$ cat src/rtl/float_mul_pkg.sv
// Shared definitions for the single-precision multiplier.
// Field widths, IEEE-754 constants, the packed float view and the FSM state type.
package float_mul_pkg;

  localparam int          EXP_W    = 8;
  localparam int          FRAC_W   = 23;
  localparam int          EXP_BIAS = 127;
  localparam logic [31:0] QNAN     = 32'h7FC0_0000;
  localparam logic [31:0] POS_INF  = 32'h7F80_0000;

  typedef struct packed {
    logic              sign;
    logic [EXP_W-1:0]  exp;
    logic [FRAC_W-1:0] frac;
  } float_t;

  typedef enum logic [2:0] {
    S_IDLE,
    S_UNPACK,
    S_MUL,
    S_NORM,
    S_ROUND
  } fmul_state_t;

endpackage

$ cat src/rtl/float_mul_if.sv
// start/ready handshake bundle for float_mul.
//   start     : request, sampled by the multiplier only while idle
//   float_a/b : IEEE-754 single operands, captured with an accepted start
//   float_out : product, held until the next result is written
//   ready     : one-cycle pulse, float_out valid from this cycle on
// master = requester side, slave = multiplier side.
interface float_mul_if;
  logic        start;
  logic [31:0] float_a;
  logic [31:0] float_b;
  logic [31:0] float_out;
  logic        ready;

  modport master (output start, output float_a, output float_b,
                  input  float_out, input ready);
  modport slave  (input  start, input  float_a, input  float_b,
                  output float_out, output ready);
endinterface

$ cat src/rtl/float_mul_mant_mul_iter.sv
// Iterative shift-add 24x24 -> 48-bit unsigned mantissa multiplier.
//   clk, rst : clock, synchronous active-high reset
//   load     : capture mant_a/mant_b and clear the accumulator
//   step     : retire STEP multiplier bits into the accumulator
//   mant_a/b : 24-bit mantissas (hidden bit included)
//   prod     : 48-bit product, complete after 24/STEP steps
//   done     : the step taken this cycle is the final one
module mant_mul_iter #(
  parameter int unsigned STEP = 1
) (
  input  logic        clk,
  input  logic        rst,
  input  logic        load,
  input  logic        step,
  input  logic [23:0] mant_a,
  input  logic [23:0] mant_b,
  output logic [47:0] prod,
  output logic        done
);
  localparam int unsigned NSTEPS = 24 / STEP;
  localparam int unsigned CNT_W  = $clog2(NSTEPS) + 1;

  logic [47:0]      acc_q, acc_d;
  logic [47:0]      mcand_q, mcand_d;
  logic [23:0]      mplier_q, mplier_d;
  logic [CNT_W-1:0] cnt_q, cnt_d;

  always_comb begin
    acc_d    = acc_q;
    mcand_d  = mcand_q;
    mplier_d = mplier_q;
    cnt_d    = cnt_q;
    if (load) begin
      acc_d    = '0;
      mcand_d  = {24'b0, mant_a};
      mplier_d = mant_b;
      cnt_d    = '0;
    end else if (step) begin
      for (int unsigned i = 0; i < STEP; i++) begin
        if (mplier_q[i]) acc_d = acc_d + (mcand_q << i);
      end
      mcand_d  = mcand_q << STEP;
      mplier_d = mplier_q >> STEP;
      cnt_d    = cnt_q + 1'b1;
    end
  end

  always_ff @(posedge clk) begin
    if (rst) begin
      acc_q    <= '0;
      mcand_q  <= '0;
      mplier_q <= '0;
      cnt_q    <= '0;
    end else begin
      acc_q    <= acc_d;
      mcand_q  <= mcand_d;
      mplier_q <= mplier_d;
      cnt_q    <= cnt_d;
    end
  end

  assign prod = acc_q;
  // Asserted during the last step so the caller leaves MUL exactly as the
  // product lands in the accumulator.
  assign done = (cnt_q == CNT_W'(NSTEPS - 1));

endmodule

$ cat src/rtl/float_mul.sv
// Sequential IEEE-754 single-precision multiplier (start/ready handshake).
//   clk  : clock, all state updates on rising edge
//   rst  : synchronous active-high reset
//   bus  : float_mul_if.slave -- start, float_a, float_b in; float_out, ready out
// Fixed latency L = 24/MUL_STEP + 3 from the accepting edge to the ready cycle,
// special operands included; a start held high chains operations every L+1.
module float_mul
  import float_mul_pkg::*;
#(
  parameter int unsigned MUL_STEP = 1
) (
  input  logic       clk,
  input  logic       rst,
  float_mul_if.slave bus
);
  fmul_state_t       state_q, state_d;
  float_t            a_q, a_d, b_q, b_d;
  logic              sign_q, sign_d;
  logic signed [9:0] exp_q, exp_d;
  logic              special_q, special_d;
  logic [31:0]       special_val_q, special_val_d;
  logic [23:0]       mant_q, mant_d;
  logic              guard_q, guard_d;
  logic              sticky_q, sticky_d;
  logic [31:0]       float_out_q, float_out_d;
  logic              ready_q, ready_d;

  logic              mul_load, mul_step, mul_done;
  logic [47:0]       prod;

  // Operand decode (used in UNPACK).
  logic              a_zero, a_inf, a_nan, b_zero, b_inf, b_nan;
  logic              sign_u, special_u;
  logic signed [9:0] exp_u;
  logic [31:0]       special_val_u;
  logic [23:0]       mant_a_u, mant_b_u;

  always_comb begin
    // Exponent 0 covers both zero and denormals: both flush to signed zero.
    a_zero = (a_q.exp == '0);
    b_zero = (b_q.exp == '0);
    a_inf  = (a_q.exp == '1) && (a_q.frac == '0);
    b_inf  = (b_q.exp == '1) && (b_q.frac == '0);
    a_nan  = (a_q.exp == '1) && (a_q.frac != '0);
    b_nan  = (b_q.exp == '1) && (b_q.frac != '0);
    sign_u = a_q.sign ^ b_q.sign;
    exp_u  = {2'b00, a_q.exp} + {2'b00, b_q.exp} - 10'(EXP_BIAS);
    mant_a_u = {1'b1, a_q.frac};
    mant_b_u = {1'b1, b_q.frac};
    special_u     = 1'b0;
    special_val_u = '0;
    if (a_nan || b_nan || (a_inf && b_zero) || (a_zero && b_inf)) begin
      special_u     = 1'b1;
      special_val_u = QNAN;
    end else if (a_inf || b_inf) begin
      special_u     = 1'b1;
      special_val_u = POS_INF | {sign_u, 31'b0};
    end else if (a_zero || b_zero) begin
      special_u     = 1'b1;
      special_val_u = {sign_u, 31'b0};
    end
  end

  // Round-to-nearest-even and range clamp (used in ROUND).
  logic              round_up;
  logic [24:0]       mant_r;
  logic signed [9:0] exp_r;
  logic [22:0]       frac_r;
  logic [31:0]       result;

  always_comb begin
    round_up = guard_q & (sticky_q | mant_q[0]);
    mant_r   = {1'b0, mant_q} + {24'b0, round_up};
    exp_r    = exp_q + {9'b0, mant_r[24]};
    // On carry-out the rounded mantissa is exactly 2.0, so the fraction is 0.
    frac_r   = mant_r[24] ? mant_r[23:1] : mant_r[22:0];
    if (special_q)                result = special_val_q;
    else if (exp_r >= 10'sd255)   result = POS_INF | {sign_q, 31'b0};
    else if (exp_r <= 10'sd0)     result = {sign_q, 31'b0};
    else                          result = {sign_q, exp_r[7:0], frac_r};
  end

  mant_mul_iter #(
    .STEP (MUL_STEP)
  ) u_mant (
    .clk    (clk),
    .rst    (rst),
    .load   (mul_load),
    .step   (mul_step),
    .mant_a (mant_a_u),
    .mant_b (mant_b_u),
    .prod   (prod),
    .done   (mul_done)
  );

  always_comb begin
    state_d       = state_q;
    a_d           = a_q;
    b_d           = b_q;
    sign_d        = sign_q;
    exp_d         = exp_q;
    special_d     = special_q;
    special_val_d = special_val_q;
    mant_d        = mant_q;
    guard_d       = guard_q;
    sticky_d      = sticky_q;
    float_out_d   = float_out_q;
    ready_d       = 1'b0;
    mul_load      = 1'b0;
    mul_step      = 1'b0;
    unique case (state_q)
      S_IDLE: begin
        if (bus.start) begin
          a_d     = bus.float_a;
          b_d     = bus.float_b;
          state_d = S_UNPACK;
        end
      end
      S_UNPACK: begin
        mul_load      = 1'b1;
        sign_d        = sign_u;
        exp_d         = exp_u;
        special_d     = special_u;
        special_val_d = special_val_u;
        state_d       = S_MUL;
      end
      S_MUL: begin
        mul_step = 1'b1;
        if (mul_done) state_d = S_NORM;
      end
      S_NORM: begin
        if (prod[47]) begin
          mant_d   = prod[47:24];
          guard_d  = prod[23];
          sticky_d = |prod[22:0];
          exp_d    = exp_q + 10'sd1;
        end else begin
          mant_d   = prod[46:23];
          guard_d  = prod[22];
          sticky_d = |prod[21:0];
        end
        state_d = S_ROUND;
      end
      S_ROUND: begin
        // Completion is registered on the ROUND exit: the ready cycle is the
        // IDLE cycle, so a held start is accepted on the very next edge.
        float_out_d = result;
        ready_d     = 1'b1;
        state_d     = S_IDLE;
      end
      default: state_d = S_IDLE;
    endcase
  end

  always_ff @(posedge clk) begin
    if (rst) begin
      state_q       <= S_IDLE;
      a_q           <= '0;
      b_q           <= '0;
      sign_q        <= 1'b0;
      exp_q         <= '0;
      special_q     <= 1'b0;
      special_val_q <= '0;
      mant_q        <= '0;
      guard_q       <= 1'b0;
      sticky_q      <= 1'b0;
      float_out_q   <= '0;
      ready_q       <= 1'b0;
    end else begin
      state_q       <= state_d;
      a_q           <= a_d;
      b_q           <= b_d;
      sign_q        <= sign_d;
      exp_q         <= exp_d;
      special_q     <= special_d;
      special_val_q <= special_val_d;
      mant_q        <= mant_d;
      guard_q       <= guard_d;
      sticky_q      <= sticky_d;
      float_out_q   <= float_out_d;
      ready_q       <= ready_d;
    end
  end

  assign bus.float_out = float_out_q;
  assign bus.ready     = ready_q;

endmodule

$ cat src/flat_wrapper.sv
// flat-port wrapper written by rule: the top's interface ports become plain ports
module float_mul_flat import float_mul_pkg::*;
#(
  parameter int unsigned MUL_STEP = 1
)
  (clk, rst, bus_start, bus_float_a, bus_float_b, bus_float_out, bus_ready);
  float_mul_if bus_i ();
  input  logic clk;
  input  logic rst;
  input wire logic [$bits(bus_i.start)-1:0] bus_start;
  input wire logic [$bits(bus_i.float_a)-1:0] bus_float_a;
  input wire logic [$bits(bus_i.float_b)-1:0] bus_float_b;
  output wire logic [$bits(bus_i.float_out)-1:0] bus_float_out;
  output wire logic [$bits(bus_i.ready)-1:0] bus_ready;
  assign bus_i.start = bus_start;
  assign bus_i.float_a = bus_float_a;
  assign bus_i.float_b = bus_float_b;
  assign bus_float_out = bus_i.float_out;
  assign bus_ready = bus_i.ready;
  float_mul #(.MUL_STEP(MUL_STEP)) u_core (.clk(clk), .rst(rst), .bus(bus_i));
endmodule
$ cat config.mk
export PLATFORM = sky130hd
export DESIGN_NAME = float_mul_flat
export DESIGN_NICKNAME = d
export VERILOG_FILES = /design/src/rtl/float_mul_pkg.sv /design/src/rtl/float_mul_if.sv /design/src/rtl/float_mul_mant_mul_iter.sv /design/src/rtl/float_mul.sv /design/src/flat_wrapper.sv
export SDC_FILE = /design/constraint.sdc
export NUM_CORES = 1
export LEC_CHECK = 0
export CELL_PAD_IN_SITES_DETAIL_PLACEMENT = 0
export CELL_PAD_IN_SITES_GLOBAL_PLACEMENT = 1
export CORE_ASPECT_RATIO = 1.25
export CORE_MARGIN = 10
export CORE_UTILIZATION = 35
export CTS_BUF_LIST = sky130_fd_sc_hd__clkbuf_16
export DETAILED_ROUTE_END_ITERATION = 12
export PLACE_DENSITY = 0.76
export SKIP_LAST_GASP = 1
export SLEW_MARGIN = 25
export SYNTH_ARGS = -nofsm -noshare
export SYNTH_HDL_FRONTEND = slang
export SYNTH_SLANG_ARGS = --single-unit
$ cat constraint.sdc
create_clock -name clk -period 4.8 [get_ports clk]
set_input_delay 0.96 -clock clk [delete_from_list [all_inputs] [get_ports clk]]
set_output_delay 0.96 -clock clk [all_outputs]
set_load 0.05 [all_outputs]
Word level (Yosys, flattened, before mapping)
Cells that the tools add are included.
{"block": "classes", "div_mod_pow": 0, "n_mul": 0, "n_bitwise": 3, "muxes": 25, "n_eq_ne": 10, "order_cmp": 2, "shift": 0, "addsub": 7, "n_reduce_logical": 27}
{"operator": "$mux W32", "n": 4}
{"operator": "$mux W24", "n": 5}
{"operator": "$mux W31", "n": 2}
{"operator": "$add A48 B48 Y48", "n": 1}
{"operator": "$logic_not A23 Y1", "n": 2}
{"operator": "$reduce_bool A23 Y1", "n": 2}
{"operator": "$add A24 B1 Y25", "n": 1}
{"operator": "$mux W23", "n": 1}
{"operator": "$reduce_or A23 Y1", "n": 1}
{"operator": "$reduce_or A22 Y1", "n": 1}
{"operator": "$pmux W10 S2", "n": 1}
{"operator": "$eq A8 B8 Y1 const B", "n": 2}
{"operator": "$logic_not A8 Y1", "n": 2}
{"operator": "$pmux W3 S4", "n": 1}
{"operator": "$add A10 B1 Y10", "n": 1}
{"operator": "$add A10 B2 Y10 const B", "n": 1}
{"operator": "$ge A10 B9 Y1 const B", "n": 1}
{"operator": "$le A10 B1 Y1 const B", "n": 1}
{"operator": "$mux W10", "n": 1}
{"operator": "$sub A10 B7 Y10 const B", "n": 1}
{"operator": "$add A8 B8 Y9", "n": 1}
{"operator": "$mux W1", "n": 8}
{"operator": "$reduce_and A2 Y1", "n": 4}
{"operator": "$add A6 B1 Y6 const B", "n": 1}
{"operator": "other kinds (15)", "n": 28}
{"block": "totals", "output_inout_bits": 33, "ff_bits": 296, "word_cells": 95, "latch_bits": 0, "n_memories": 0, "mem_bits_rw": 0, "rom_bits": 0}

Longest topological paths before layout
Gate-level depths: netlist of run 1.
{"block": "depth", "depth_word": 8, "ltp_mapped": 21}

Hierarchy
A second synthesis of run 1 with hierarchy kept.
{"block": "hier_totals", "hier_cells": 1797, "area_unflattened_um2": 14408.8}
{"module": "mant_mul_iter", "cells_each": 943, "area_per_inst_um2": 7509.7, "seq_area_each_um2": 2522.4, "instances": 1}
{"module": "float_mul", "cells_each": 854, "area_per_inst_um2": 6899.1, "seq_area_each_um2": 2822.7, "instances": 1}

Least setup slack after synthesis of run 1
Ideal clock, no wire load.
{"block": "synth_timing", "path_type": "reg2reg", "from": "reg u_core.mant_q[0]", "to": "reg u_core.float_out_q[11], in the netlist u_core.bus.float_out[11]", "path_stages_with_launch": 22, "arrival_ns": 3.847, "setup_slack_ns": 0.826, "n_path_buf": 1, "cell_sequence": "dfxtp_1 o21a_1 ha_1 ha_1 nand3_1 nor2_1 and3_1 and2_1 inv_2 nor2_2 ha_1 ha_1 and3_1 and3_4 xnor2_1 a31oi_1 o41a_1 o211ai_2 nor2_2 buf_4 a22oi_1 nor2_1"}
{"block": "synth_via", "elab_chain_len": 8}
{"element": "start: declaration", "line_no": "float_mul.sv:22", "source": "logic [23:0] mant_q, mant_d;"}
{"element": "start signal: assignment", "line_no": "float_mul.sv:177", "source": "mant_q <= mant_d;"}
{"element": "$or A1 B1 Y1", "line_no": "float_mul.sv:72", "source": "round_up = guard_q & (sticky_q | mant_q[0]);"}
{"element": "$and A1 B1 Y1", "line_no": "float_mul.sv:72"}
{"element": "$add A24 B1 Y25 *", "line_no": "float_mul.sv:73", "source": "mant_r = {1'b0, mant_q} + {24'b0, round_up};"}
{"element": "$add A10 B1 Y10", "line_no": "float_mul.sv:74", "source": "exp_r = exp_q + {9'b0, mant_r[24]};"}
{"element": "$le A10 B1 Y1", "line_no": "float_mul.sv:79", "source": "else if (exp_r <= 10'sd0) result = {sign_q, 31'b0};"}
{"element": "$mux W31", "line_no": "float_mul.sv:79"}
{"element": "$mux W31 *", "line_no": "float_mul.sv:78", "source": "else if (exp_r >= 10'sd255) result = POS_INF | {sign_q, 31'b0};"}
{"element": "$mux W32 *", "line_no": "float_mul.sv:77", "source": "if (special_q) result = special_val_q;"}
{"element": "end signal: assignment", "line_no": "float_mul.sv:180", "source": "float_out_q <= float_out_d;"}
{"element": "end: declaration", "line_no": "float_mul.sv:25", "source": "logic [31:0] float_out_q, float_out_d;"}
Every way passes the cells marked *; elsewhere a longest branch is shown, timed or not.
A chain may end at the register's enable or synchronous reset.

Worst setup path in the final report of run 1
{"block": "layout_timing", "from": "reg u_core.sticky_q", "to": "reg u_core.float_out_q[10], in the netlist u_core.bus.float_out[10]"}
{"block": "layout_via", "elab_chain_len": 8}
{"element": "start: declaration", "line_no": "float_mul.sv:24", "source": "logic sticky_q, sticky_d;"}
{"element": "start signal: assignment", "line_no": "float_mul.sv:179", "source": "sticky_q <= sticky_d;"}
{"element": "$or A1 B1 Y1 *", "line_no": "float_mul.sv:72"}
{"element": "$and A1 B1 Y1 *", "line_no": "float_mul.sv:72"}
{"element": "$add A24 B1 Y25 *", "line_no": "float_mul.sv:73"}
{"element": "$add A10 B1 Y10", "line_no": "float_mul.sv:74"}
{"element": "$le A10 B1 Y1", "line_no": "float_mul.sv:79"}
{"element": "$mux W31", "line_no": "float_mul.sv:79"}
{"element": "$mux W31 *", "line_no": "float_mul.sv:78"}
{"element": "$mux W32 *", "line_no": "float_mul.sv:77"}
Marked as above.

==> results of run 1 <==
-- state kept, by name (all words and copies together) (netlist names), 6 cells and up --
signal / count
u_core.u_mant.prod: 48
u_core.u_mant.mcand_q: 48
u_core.a_q: 32
u_core.bus.float_out: 32
u_core.b_q: 32
u_core.u_mant.cnt_q: 6
u_core.exp_q: 10
u_core.mant_q: 24
u_core.u_mant.mplier_q: 24
-- routing by layer --
layer / track usage [%] / wire length (µm)
met5: 0 / 0
met4: 4.62 / 846
met3: 1.94 / 1190
met2: 27.5 / 19700
met1: 19.1 / 18100
-- metrics by stage --
stage | setup WS [ns] | utilization (%) | cell area, µm² | hold WS (ns)
floorplan | 0.826 | - | 14200 | 0.436
global route | 0.0245 | 41.1 | 16500 | 0.492
CTS | 0.479 | 41.1 | 16500 | 0.465
detailed placement | 0.515 | 38.8 | 15600 | 0.457
global placement | 0.664 | 38.8 | 15600 | 0.449
finish | 0.458 | 41.1 | 16500 | 0.464
-- cell type report --
class                   instances  area share (%)
clock buffers                  29            4.40
clock inverters                21           0.993
inverters                      22           0.500
flip-flops and latches        267            32.4
multi-input cells            1437            50.8
well taps                     546            4.14
repair buffers                114            6.82
-- cell usage in the layout, fill, tap and decap left out, types with 4 or more instances in the layout --
master             n
a211oi_1          37
a21o_1            28
a21oi_1          201
a21oi_2            4
a22o_1             8
a22oi_1           15
a311oi_1          46
a31oi_1           18
and2_1             7
and3_1            13
and4_1             5
buf_4             14
clkbuf_16         29
clkdlybuf4s50_1   98
clkinv_1           4
clkinv_2           8
dfxtp_1          267
ha_1              63
inv_1             22
mux2i_1           28
nand2_1          435
nand2b_1           8
nand3_1           38
nand4_1           22
nor2_1           158
nor2_2             4
nor2b_1           10
nor3_1            31
nor3b_1            4
nor4_1            22
o211ai_1          11
o21a_1            10
o21ai_0           39
o21ai_1           11
o21bai_1          11
o22ai_1            4
xnor2_1           44
xor2_1            35
-- critical path, stage by stage (launching register included) --
cell and delay, ns:
dfxtp_1 0.34, o21a_1 0.13, ha_1 0.17, ha_1 0.19, nand3_1 0.15, nor2_1 0.13
buf_4 0.14, and3_1 0.19, and2_1 0.23, inv_2 0.06, nor2_2 0.14, ha_1 0.18
ha_1 0.20, and3_1 0.22, and3_4 0.21, xnor2_1 0.06, a31oi_1 0.23, o41a_1 0.27
o211ai_2 0.16, nor2_2 0.53, nand2_1 0.13, a31oi_1 0.18
-- power groups by stage --
stage,Clock [µW],Sequential (µW),Combinational (µW)
finish,2120,2400,530
global route,2270,2410,595
CTS,2190,2400,534
detailed placement,0,2440,531
global placement,0,2440,523
floorplan,0,2410,375
-- logic make-up (layout without fill, tap and decap cells) --
group	count (synthesis)	in the layout	share of synthesized area, %
XOR/XNOR	79	79	4.87
buffers and inverters	134	186	3.75
flip-flops	267	267	37.6
adder cells (fa/ha/maj)	65	65	5.83
AO/OA/AOI/OAI	483	483	22.3
multiplexers	29	29	2.05
AND/OR/NAND/NOR	781	781	23.6
-- final timing paths --
check	startpoint	endpoint	slack (ns)	cells after the start
worst min register to register	u_core.sign_q$_SDFFE_PP0P_	u_core.sign_q$_SDFFE_PP0P_	0.46	2
worst min-delay path	u_core.sign_q$_SDFFE_PP0P_	u_core.sign_q$_SDFFE_PP0P_	0.46	2
worst max-delay path	u_core.sticky_q$_SDFFE_PP0P_	u_core.bus.float_out[10]$_SDFFE_PP0P_	0.46	21
worst max register to register	u_core.sticky_q$_SDFFE_PP0P_	u_core.bus.float_out[10]$_SDFFE_PP0P_	0.46	21
==> results.sh, run 1 <==
export IMPL_required_ns=5.27
export IMPL_layout_drive_gt1_share_pct=4.87
export IMPL_dr_pass1_iters=5
export IMPL_synth_edff_count=0
export IMPL_clockBufferDepth=3
export IMPL_cp_start_kind="flop"
export IMPL_cts_buffers=28
export IMPL_cts_max_level=1
export IMPL_cp_data_arrival_time_ns=4.81
export IMPL_switchingPower_uw=1330
export IMPL_wirelength_um=39800
export IMPL_drv_slew=0
export IMPL_start_util_pct=35.4
export IMPL_dieHeight_um=245
export IMPL_instances_no_fill=2436
export IMPL_synthMostInstantiatedCell="nand2_1"
export IMPL_synth_seq_cells=267
export IMPL_period_needed_ns=4.34
export IMPL_hpwlAfterDp_um=28300
export IMPL_numClockSinks=267
export IMPL_seqPwrFrac_pct=47.5
export IMPL_postRouteAntennaNets=0
export IMPL_path_max_fanout=14
export IMPL_max_freq_ghz=0.230
export IMPL_crit_type="reg2reg"
export IMPL_post_cts_setup_buffer_count=0
export IMPL_ir_worst_vdd_v=0.000225
export IMPL_yosysWarnings=0
export IMPL_diodes=0
export IMPL_die_x_um=200
export IMPL_grt_util_all_layers_pct=15.5
export IMPL_swShare_pct=26.4
export IMPL_seq_area_um2=5350
export IMPL_area_growth_pct=16.1
export IMPL_multiInputGateArea_um2=8380
export IMPL_cts_tree="done"
export IMPL_p_per_area_nw_per_um2=306
export IMPL_p_leak_uw=0.00605
export IMPL_drt_initial_drc_count=768
export IMPL_synthFlopType="dfxtp_1"
export IMPL_final_hold_viol_count=0
export IMPL_synth_top_cell_area_share_pct=37.6
export IMPL_status="finished, final reports clean"
export IMPL_worst_pin_slew_ns=0.967
export IMPL_cts_resized_gates=0
export IMPL_rsz0062_at_grt="false"
export IMPL_intPower_uw=3710
export IMPL_syn_nets=1970
export IMPL_core_um2=40100
export IMPL_ctsHoldBuffers=0
export IMPL_synth_common_cells="438 x nand2_1, 267 x dfxtp_1, 201 x a21oi_1, 159 x nor2_1, 85 x clkbuf_1"
export IMPL_yosysSeqAreaShare_pct=37.6
export IMPL_synth_area_leaders="dfxtp_1 38%, nand2_1 12%, a21oi_1 7.1%, ha_1 5.5%, nor2_1 4.2%"
export IMPL_yosysTopAreaCell="dfxtp_1"
export IMPL_vias=12854
export IMPL_p_comb_share_pct=10.5
export IMPL_grt_max_degree=100
export IMPL_finalPower_uw=5050
export IMPL_clock_latency_ns=0.56
export IMPL_fin_tns_setup_ns=0
export IMPL_syn_cell_area_um2=14200
export IMPL_dp_cells=2385
export IMPL_cts_root_buf="clkbuf_16"
export IMPL_portBuffers=99
export IMPL_fin_skew_ns=0.0217
export IMPL_syn_inst=1838
export IMPL_grt_pass1_vias=12338
export IMPL_period_share_pct=90.5
export IMPL_layout_nets=2002
export IMPL_hp_class="reg2reg"
export IMPL_grt_pass1_wl_um=64600
export IMPL_cp_end_kind="flop"
export IMPL_drc=0
export IMPL_io_pins=100
export IMPL_gp_congestion=0.891
export IMPL_power_share_clock_pct=42.0
export IMPL_syn_area_per_cell_um2=7.73
export IMPL_antenna_found_initial=0
export IMPL_rows=82
export IMPL_setup_violations_final=0
export IMPL_dieArea_um2=49100
export IMPL_grt_overflow=0
export IMPL_path_clk_slew_ns=0.06
export IMPL_synth_distinct_cells=82
export IMPL_avgRoutedWirePerCell_um=16.3
export IMPL_maxCapViolations=0
export IMPL_relSlewSlack_pct=35.6
export IMPL_fillerInstances=4101
export IMPL_vias_per_cell=5.28
export IMPL_ys_async_sr_fraction_pct=0
Note: power is estimated with default switching activity, not from simulation.
==> run 2, diff against run 1 <==
--- a/config.mk
+++ b/config.mk
@@ -5,14 +5,14 @@
 export SDC_FILE = /design/constraint.sdc
 export NUM_CORES = 1
 export LEC_CHECK = 0
-export CELL_PAD_IN_SITES_DETAIL_PLACEMENT = 0
-export CELL_PAD_IN_SITES_GLOBAL_PLACEMENT = 1
+export CELL_PAD_IN_SITES_DETAIL_PLACEMENT = 1
+export CELL_PAD_IN_SITES_GLOBAL_PLACEMENT = 2
 export CORE_ASPECT_RATIO = 1.25
-export CORE_MARGIN = 10
+export CORE_MARGIN = 2
 export CORE_UTILIZATION = 35
 export CTS_BUF_LIST = sky130_fd_sc_hd__clkbuf_16
 export DETAILED_ROUTE_END_ITERATION = 12
-export PLACE_DENSITY = 0.76
+export PLACE_DENSITY = 0.9
 export SKIP_LAST_GASP = 1
 export SLEW_MARGIN = 25
 export SYNTH_ARGS = -nofsm -noshare
==> run 2 against run 1 <==
Net effect: flip-flop and latch count stayed put; count of clock-buffer cells in the layout is 2 higher; wire length is 6.4% higher; combinational power is 1% higher; via count is 2.7% higher; largest power group unchanged; largest cell class unchanged.
==> results.sh, run 2 (synthesized netlist as in run 1, its figures left out) <==
export IMPL_dp_cells=2385
export IMPL_finalPower_uw=5140
export IMPL_fin_skew_ns=0.00600
export IMPL_wirelength_um=42300
export IMPL_clockBufferDepth=3
export IMPL_layout_nets=2003
export IMPL_post_cts_setup_buffer_count=0
export IMPL_cp_common_cell="ha_1"
export IMPL_dieArea_um2=42300
export IMPL_die_x_um=184
export IMPL_path_max_fanout=14
export IMPL_setup_violations_final=0
export IMPL_cp_data_arrival_time_ns=4.87
export IMPL_maxCapViolations=0
export IMPL_gp_congestion=0.852
export IMPL_core_um2=40100
export IMPL_final_common_cell="nand2_1"
export IMPL_grt_pass1_wl_um=69500
export IMPL_final_hold_viol_count=0
export IMPL_cts_root_buf="clkbuf_16"
export IMPL_grt_max_degree=108
export IMPL_rows=82
export IMPL_drv_slew=0
export IMPL_dieHeight_um=229
export IMPL_utilization_pct=41.2
export IMPL_crit_type="reg2reg"
export IMPL_cts_buffers=30
export IMPL_layout_drive_gt1_share_pct=4.85
export IMPL_start_util_pct=35.4
export IMPL_period_share_pct=91.1
export IMPL_crit_buf_inv=2
export IMPL_numClockSinks=267
export IMPL_cts_max_level=1
export IMPL_rsz0062_at_grt="false"
export IMPL_cts_resized_gates=0
export IMPL_cp_start_kind="flop"
export IMPL_hpwlAfterDp_um=30300
export IMPL_required_ns=5.29
export IMPL_status="finished, final reports clean"
export IMPL_path_clk_slew_ns=0.06
export IMPL_clock_latency_ns=0.57
export IMPL_cts_tree="done"
export IMPL_antenna_found_initial=0
export IMPL_grt_pass1_vias=13627
export IMPL_vias_per_cell=5.41
export IMPL_drc=0
export IMPL_max_freq_ghz=0.229
export IMPL_vias=13207
export IMPL_cp_end_kind="flop"
export IMPL_io_pins=100
export IMPL_diodes=0
export IMPL_critPathTopFamily="simple AND/OR/NAND/NOR gates"
export IMPL_layout_common_cells="435 x nand2_1, 267 x dfxtp_1, 201 x a21oi_1"
export IMPL_ir_worst_vdd_v=0.000262
export IMPL_instances_no_fill=2441
export IMPL_relSlewSlack_pct=31.3
export IMPL_area_growth_pct=16.3
export IMPL_cp_cell_sequence="o21a_1, ha_1, ha_1, nand3_1, nor2_1, buf_4, and3_1, and2_1, inv_2, nor2_2, ha_1, ha_1, and3_1, and3_4, xnor2_1, a31oi_1, o41a_1, o211ai_2, nor2_2, nand2_1, a31oi_1"
export IMPL_avgRoutedWirePerCell_um=17.3
export IMPL_fin_tns_setup_ns=0
export IMPL_slowest_stage="nor2_2"
export IMPL_dr_pass1_iters=4
export IMPL_period_needed_ns=4.37
export IMPL_portBuffers=99
export IMPL_drt_initial_drc_count=742
export IMPL_p_per_area_nw_per_um2=311
export IMPL_hp_class="reg2reg"
export IMPL_grt_overflow=0
export IMPL_p_leak_uw=0.00606
export IMPL_postRouteAntennaNets=0
export IMPL_grt_util_all_layers_pct=19.8
export IMPL_ctsHoldBuffers=0
export IMPL_worst_pin_slew_ns=1.03
export IMPL_max_stage_delay_ns=0.51
## run 2: cell count changes in the layout (fill, tap and decap cells not counted), sizes merged
| cell | before | now |
|---|---|---|
| inv | 25 | 26 |
| clkinvlp | 2 | 4 |
| buf | 16 | 15 |
| clkinv | 14 | 15 |
| clkbuf | 29 | 31 |
## run 2: cell type report
| cell class | count | area (µm²) |
|---|---|---|
| clock inverters | 25 | 171 |
| well taps | 546 | 683 |
| flip-flops and latches | 267 | 5350 |
| repair buffers | 113 | 1100 |
| fillers | 4839 | 23600 |
| multi-input cells | 1437 | 8370 |
| clock buffers | 31 | 776 |
| inverters | 22 | 82.6 |
## run 2: worst paths after layout
kind                                                             start                                      to  slack [ns]  depth (start not counted)
worst max-delay path                     u_core.mant_q[0]$_SDFFE_PP0P_   u_core.bus.float_out[10]$_SDFFE_PP0P_        0.43                         21
worst min-delay path            u_core.u_mant.mcand_q[30]$_SDFFE_PP0P_  u_core.u_mant.mcand_q[31]$_SDFFE_PP0P_        0.48                          2
worst max register to register           u_core.mant_q[0]$_SDFFE_PP0P_   u_core.bus.float_out[10]$_SDFFE_PP0P_        0.43                         21
worst min register to register  u_core.u_mant.mcand_q[30]$_SDFFE_PP0P_  u_core.u_mant.mcand_q[31]$_SDFFE_PP0P_        0.48                          2
## run 2: per-layer routing
metal | up-vias | global-route usage (%) | wire (µm)
met5 | - | 0 | 0
met3 | 54 | 2.34 | 1240
li1 | 6545 | - | -
met4 | 0 | 5.08 | 890
met1 | 6464 | 24.5 | 18700
met2 | 144 | 36.0 | 21400
## run 2: power breakdown
part / switching, µW / internal [µW] / total, µW
logic: 333 / 203 / 536
clock network: 939 / 1270 / 2210
registers: 90.2 / 2310 / 2400
total: 1360 / 3780 / 5140
## run 2: worst reg2reg max path, stage by stage, from the launching register on
cell,delay [ns]
dfxtp_1,0.36
o21a_1,0.13
ha_1,0.16
ha_1,0.19
nand3_1,0.15
nor2_1,0.14
buf_4,0.14
and3_1,0.20
and2_1,0.25
inv_2,0.06
nor2_2,0.14
ha_1,0.19
ha_1,0.19
and3_1,0.23
and3_4,0.21
xnor2_1,0.06
a31oi_1,0.23
o41a_1,0.28
o211ai_2,0.17
nor2_2,0.51
nand2_1,0.14
a31oi_1,0.18
## run 2: metrics by stage
stage               worst slack [ns]  hold WS (ns)  instance area (µm²)
detailed placement             0.448         0.470                15600
CTS                            0.432         0.479                16500
global placement               0.628         0.453                15600
finish                         0.426         0.476                16500
floorplan                      0.826         0.436                14200
global route                  0.0627         0.497                16500
==> run 3, diff against run 2 <==
--- a/config.mk
+++ b/config.mk
@@ -14,7 +14,7 @@
 export DETAILED_ROUTE_END_ITERATION = 12
 export PLACE_DENSITY = 0.9
 export SKIP_LAST_GASP = 1
-export SLEW_MARGIN = 25
+export SLEW_MARGIN = 20
 export SYNTH_ARGS = -nofsm -noshare
 export SYNTH_HDL_FRONTEND = slang
 export SYNTH_SLANG_ARGS = --single-unit
==> run 3 against run 2 <==
Net effect: fmax rose by 0.85%; count of clock-buffer cells in the layout is the same; sequential share of layout area barely moved; combinational power about the same; setup slack better by 0.037 ns; design area is 0.14% higher; via count rose by 0.14%; critical path type unchanged.
==> results.sh, run 3 (synthesized netlist as in run 1, its figures left out) <==
export IMPL_postRouteAntennaNets=0
export IMPL_cp_common_cell="ha_1"
export IMPL_drv_slew=0
export IMPL_maxCapViolations=0
export IMPL_core_um2=40100
export IMPL_final_hold_viol_count=0
export IMPL_worst_pin_slew_ns=1.03
export IMPL_path_clk_slew_ns=0.06
export IMPL_antenna_found_initial=0
export IMPL_area_growth_pct=16.5
export IMPL_cts_tree="done"
export IMPL_wirelength_um=42500
export IMPL_rsz0062_at_grt="false"
export IMPL_dr_pass1_iters=5
export IMPL_numClockSinks=267
export IMPL_vias_per_cell=5.42
export IMPL_drc=0
export IMPL_path_max_fanout=14
export IMPL_avgRoutedWirePerCell_um=17.4
export IMPL_portBuffers=99
export IMPL_crit_end="u_core.bus.float_out[10]$_SDFFE_PP0P_"
export IMPL_dr_wl_met3_um=1260
export IMPL_stdcell_area_um2=16600
export IMPL_fin_skew_ns=0.00918
export IMPL_met2_length_um=21400
export IMPL_hpwlAfterDp_um=30300
export IMPL_cp_start_kind="flop"
export IMPL_drt_initial_drc_count=629
export IMPL_status="finished, final reports clean"
export IMPL_dieArea_um2=42300
export IMPL_gp_congestion=0.852
export IMPL_period_needed_ns=4.34
export IMPL_cts_root_buf="clkbuf_16"
export IMPL_layout_nets=2003
export IMPL_cp_end_kind="flop"
export IMPL_grt_pass1_wl_um=69700
export IMPL_startpoint="u_core.mant_q[0]$_SDFFE_PP0P_"
export IMPL_clockBufferDepth=3
export IMPL_vias=13225
export IMPL_io_pins=100
export IMPL_p_per_area_nw_per_um2=315
export IMPL_fin_tns_setup_ns=0
export IMPL_cp_data_arrival_time_ns=4.84
export IMPL_layout_common_cells="435 x nand2_1, 267 x dfxtp_1, 201 x a21oi_1"
export IMPL_grt_overflow=0
export IMPL_grt_util_all_layers_pct=19.9
export IMPL_reg2reg_from="u_core.mant_q[0]$_SDFFE_PP0P_"
export IMPL_post_cts_setup_buffer_count=0
export IMPL_r2r_slack_ns=0.46
export IMPL_ctsHoldBuffers=0
export IMPL_diodes=0
export IMPL_cts_buffers=30
export IMPL_seq_area_um2=5350
export IMPL_rows=82
export IMPL_r2r_end="u_core.bus.float_out[10]$_SDFFE_PP0P_"
export IMPL_required_ns=5.30
export IMPL_die_x_um=184
export IMPL_clock_latency_ns=0.58
export IMPL_setup_violations_final=0
export IMPL_r2r_cells=21
export IMPL_grt_pass1_vias=13659
export IMPL_start_util_pct=35.4
export IMPL_wl_met1_um=18900
export IMPL_crit_type="reg2reg"
export IMPL_ir_worst_vdd_v=0.000253
export IMPL_period_share_pct=90.4
export IMPL_grt_max_degree=108
export IMPL_final_common_cell="nand2_1"
export IMPL_max_freq_ghz=0.231
export IMPL_min_from="u_core.b_q[16]$_SDFFE_PP0P_"
export IMPL_cts_max_level=1
export IMPL_relSlewSlack_pct=31.0
export IMPL_dpl_instance_area_um2=15600
export IMPL_dieHeight_um=229
export IMPL_layout_drive_gt1_share_pct=4.80
export IMPL_p_leak_uw=0.00607
export IMPL_multiInputGateArea_um2=8370
export IMPL_cp_cell_sequence="o21a_1, ha_1, ha_1, nand3_1, nor2_1, buf_4, and3_1, and2_1, inv_2, nor2_2, ha_1, ha_1, and3_1, and3_4, xnor2_1, a31oi_1, o41a_1, o211ai_2, nor2_2, nand2_1, a31oi_1"
export IMPL_hp_class="reg2reg"
export IMPL_max_stage_delay_ns=0.50
export IMPL_cts_resized_gates=0
export IMPL_fillerInstances=4860
export IMPL_highest_layer="met4"
export IMPL_slowest_stage="nor2_2"
-- run 3: how the worst min path moves through the flow --
stage / depth (start not counted) / slack (ns) / end
after global routing: 2 / 0.50 / u_core.u_mant.prod[8]$_SDFFE_PP0P_
after CTS: 2 / 0.48 / u_core.a_q[31]$_SDFFE_PP0P_
after detailed placement: 2 / 0.47 / u_core.a_q[31]$_SDFFE_PP0P_
after floorplan: 2 / 0.44 / u_core.sign_q$_SDFFE_PP0P_
final: 2 / 0.48 / u_core.b_q[16]$_SDFFE_PP0P_
after global placement: 2 / 0.45 / u_core.sign_q$_SDFFE_PP0P_
-- run 3: per-stage QoR --
stage	util [%]	worst slack, ns	hold WS (ns)	power [µW]	cells
finish	41.3	0.463	0.476	5220	2440
global route	41.3	0.0577	0.496	5450	2440
CTS	41.3	0.442	0.479	5290	2440
detailed placement	38.8	0.451	0.470	2980	2385
global placement	38.8	0.628	0.453	2970	2385
floorplan	-	0.826	0.436	2790	1838
-- run 3: cell type report --
| class | instances | share of cell area [%] |
|---|---|---|
| Clock buffer | 31 | 4.69 |
| Clock inverter | 24 | 1.18 |
| Inverter | 22 | 0.499 |
| Multi-Input combinational cell | 1437 | 50.6 |
| Sequential cell | 267 | 32.3 |
| Tap cell | 546 | 4.13 |
| Timing Repair Buffer | 113 | 6.65 |
-- run 3: worst max-delay path: cells and delay by family, from the launching register on --
| family | cells | cell delay [ns] |
|---|---|---|
| simple gates | 9 | 1.94 |
| xor+xnor | 1 | 0.06 |
| compound gates | 5 | 0.99 |
| fa+ha+maj | 4 | 0.73 |
| flops | 1 | 0.35 |
| buf+inv | 2 | 0.20 |
-- run 3: metal layers --
| metal | global-route usage, % | vias up |
|---|---|---|
| li1 | - | 6550 |
| met1 | 24.2 | 6466 |
| met2 | 36.2 | 151 |
| met3 | 2.66 | 58 |
| met4 | 5.60 | 0 |
| met5 | 0 | - |
-- run 3: report_power, final --
group	internal (µW)	switching, µW	total, µW
logic	203	336	539
registers	2310	89.4	2400
clock network	1320	958	2280
total	3830	1380	5220
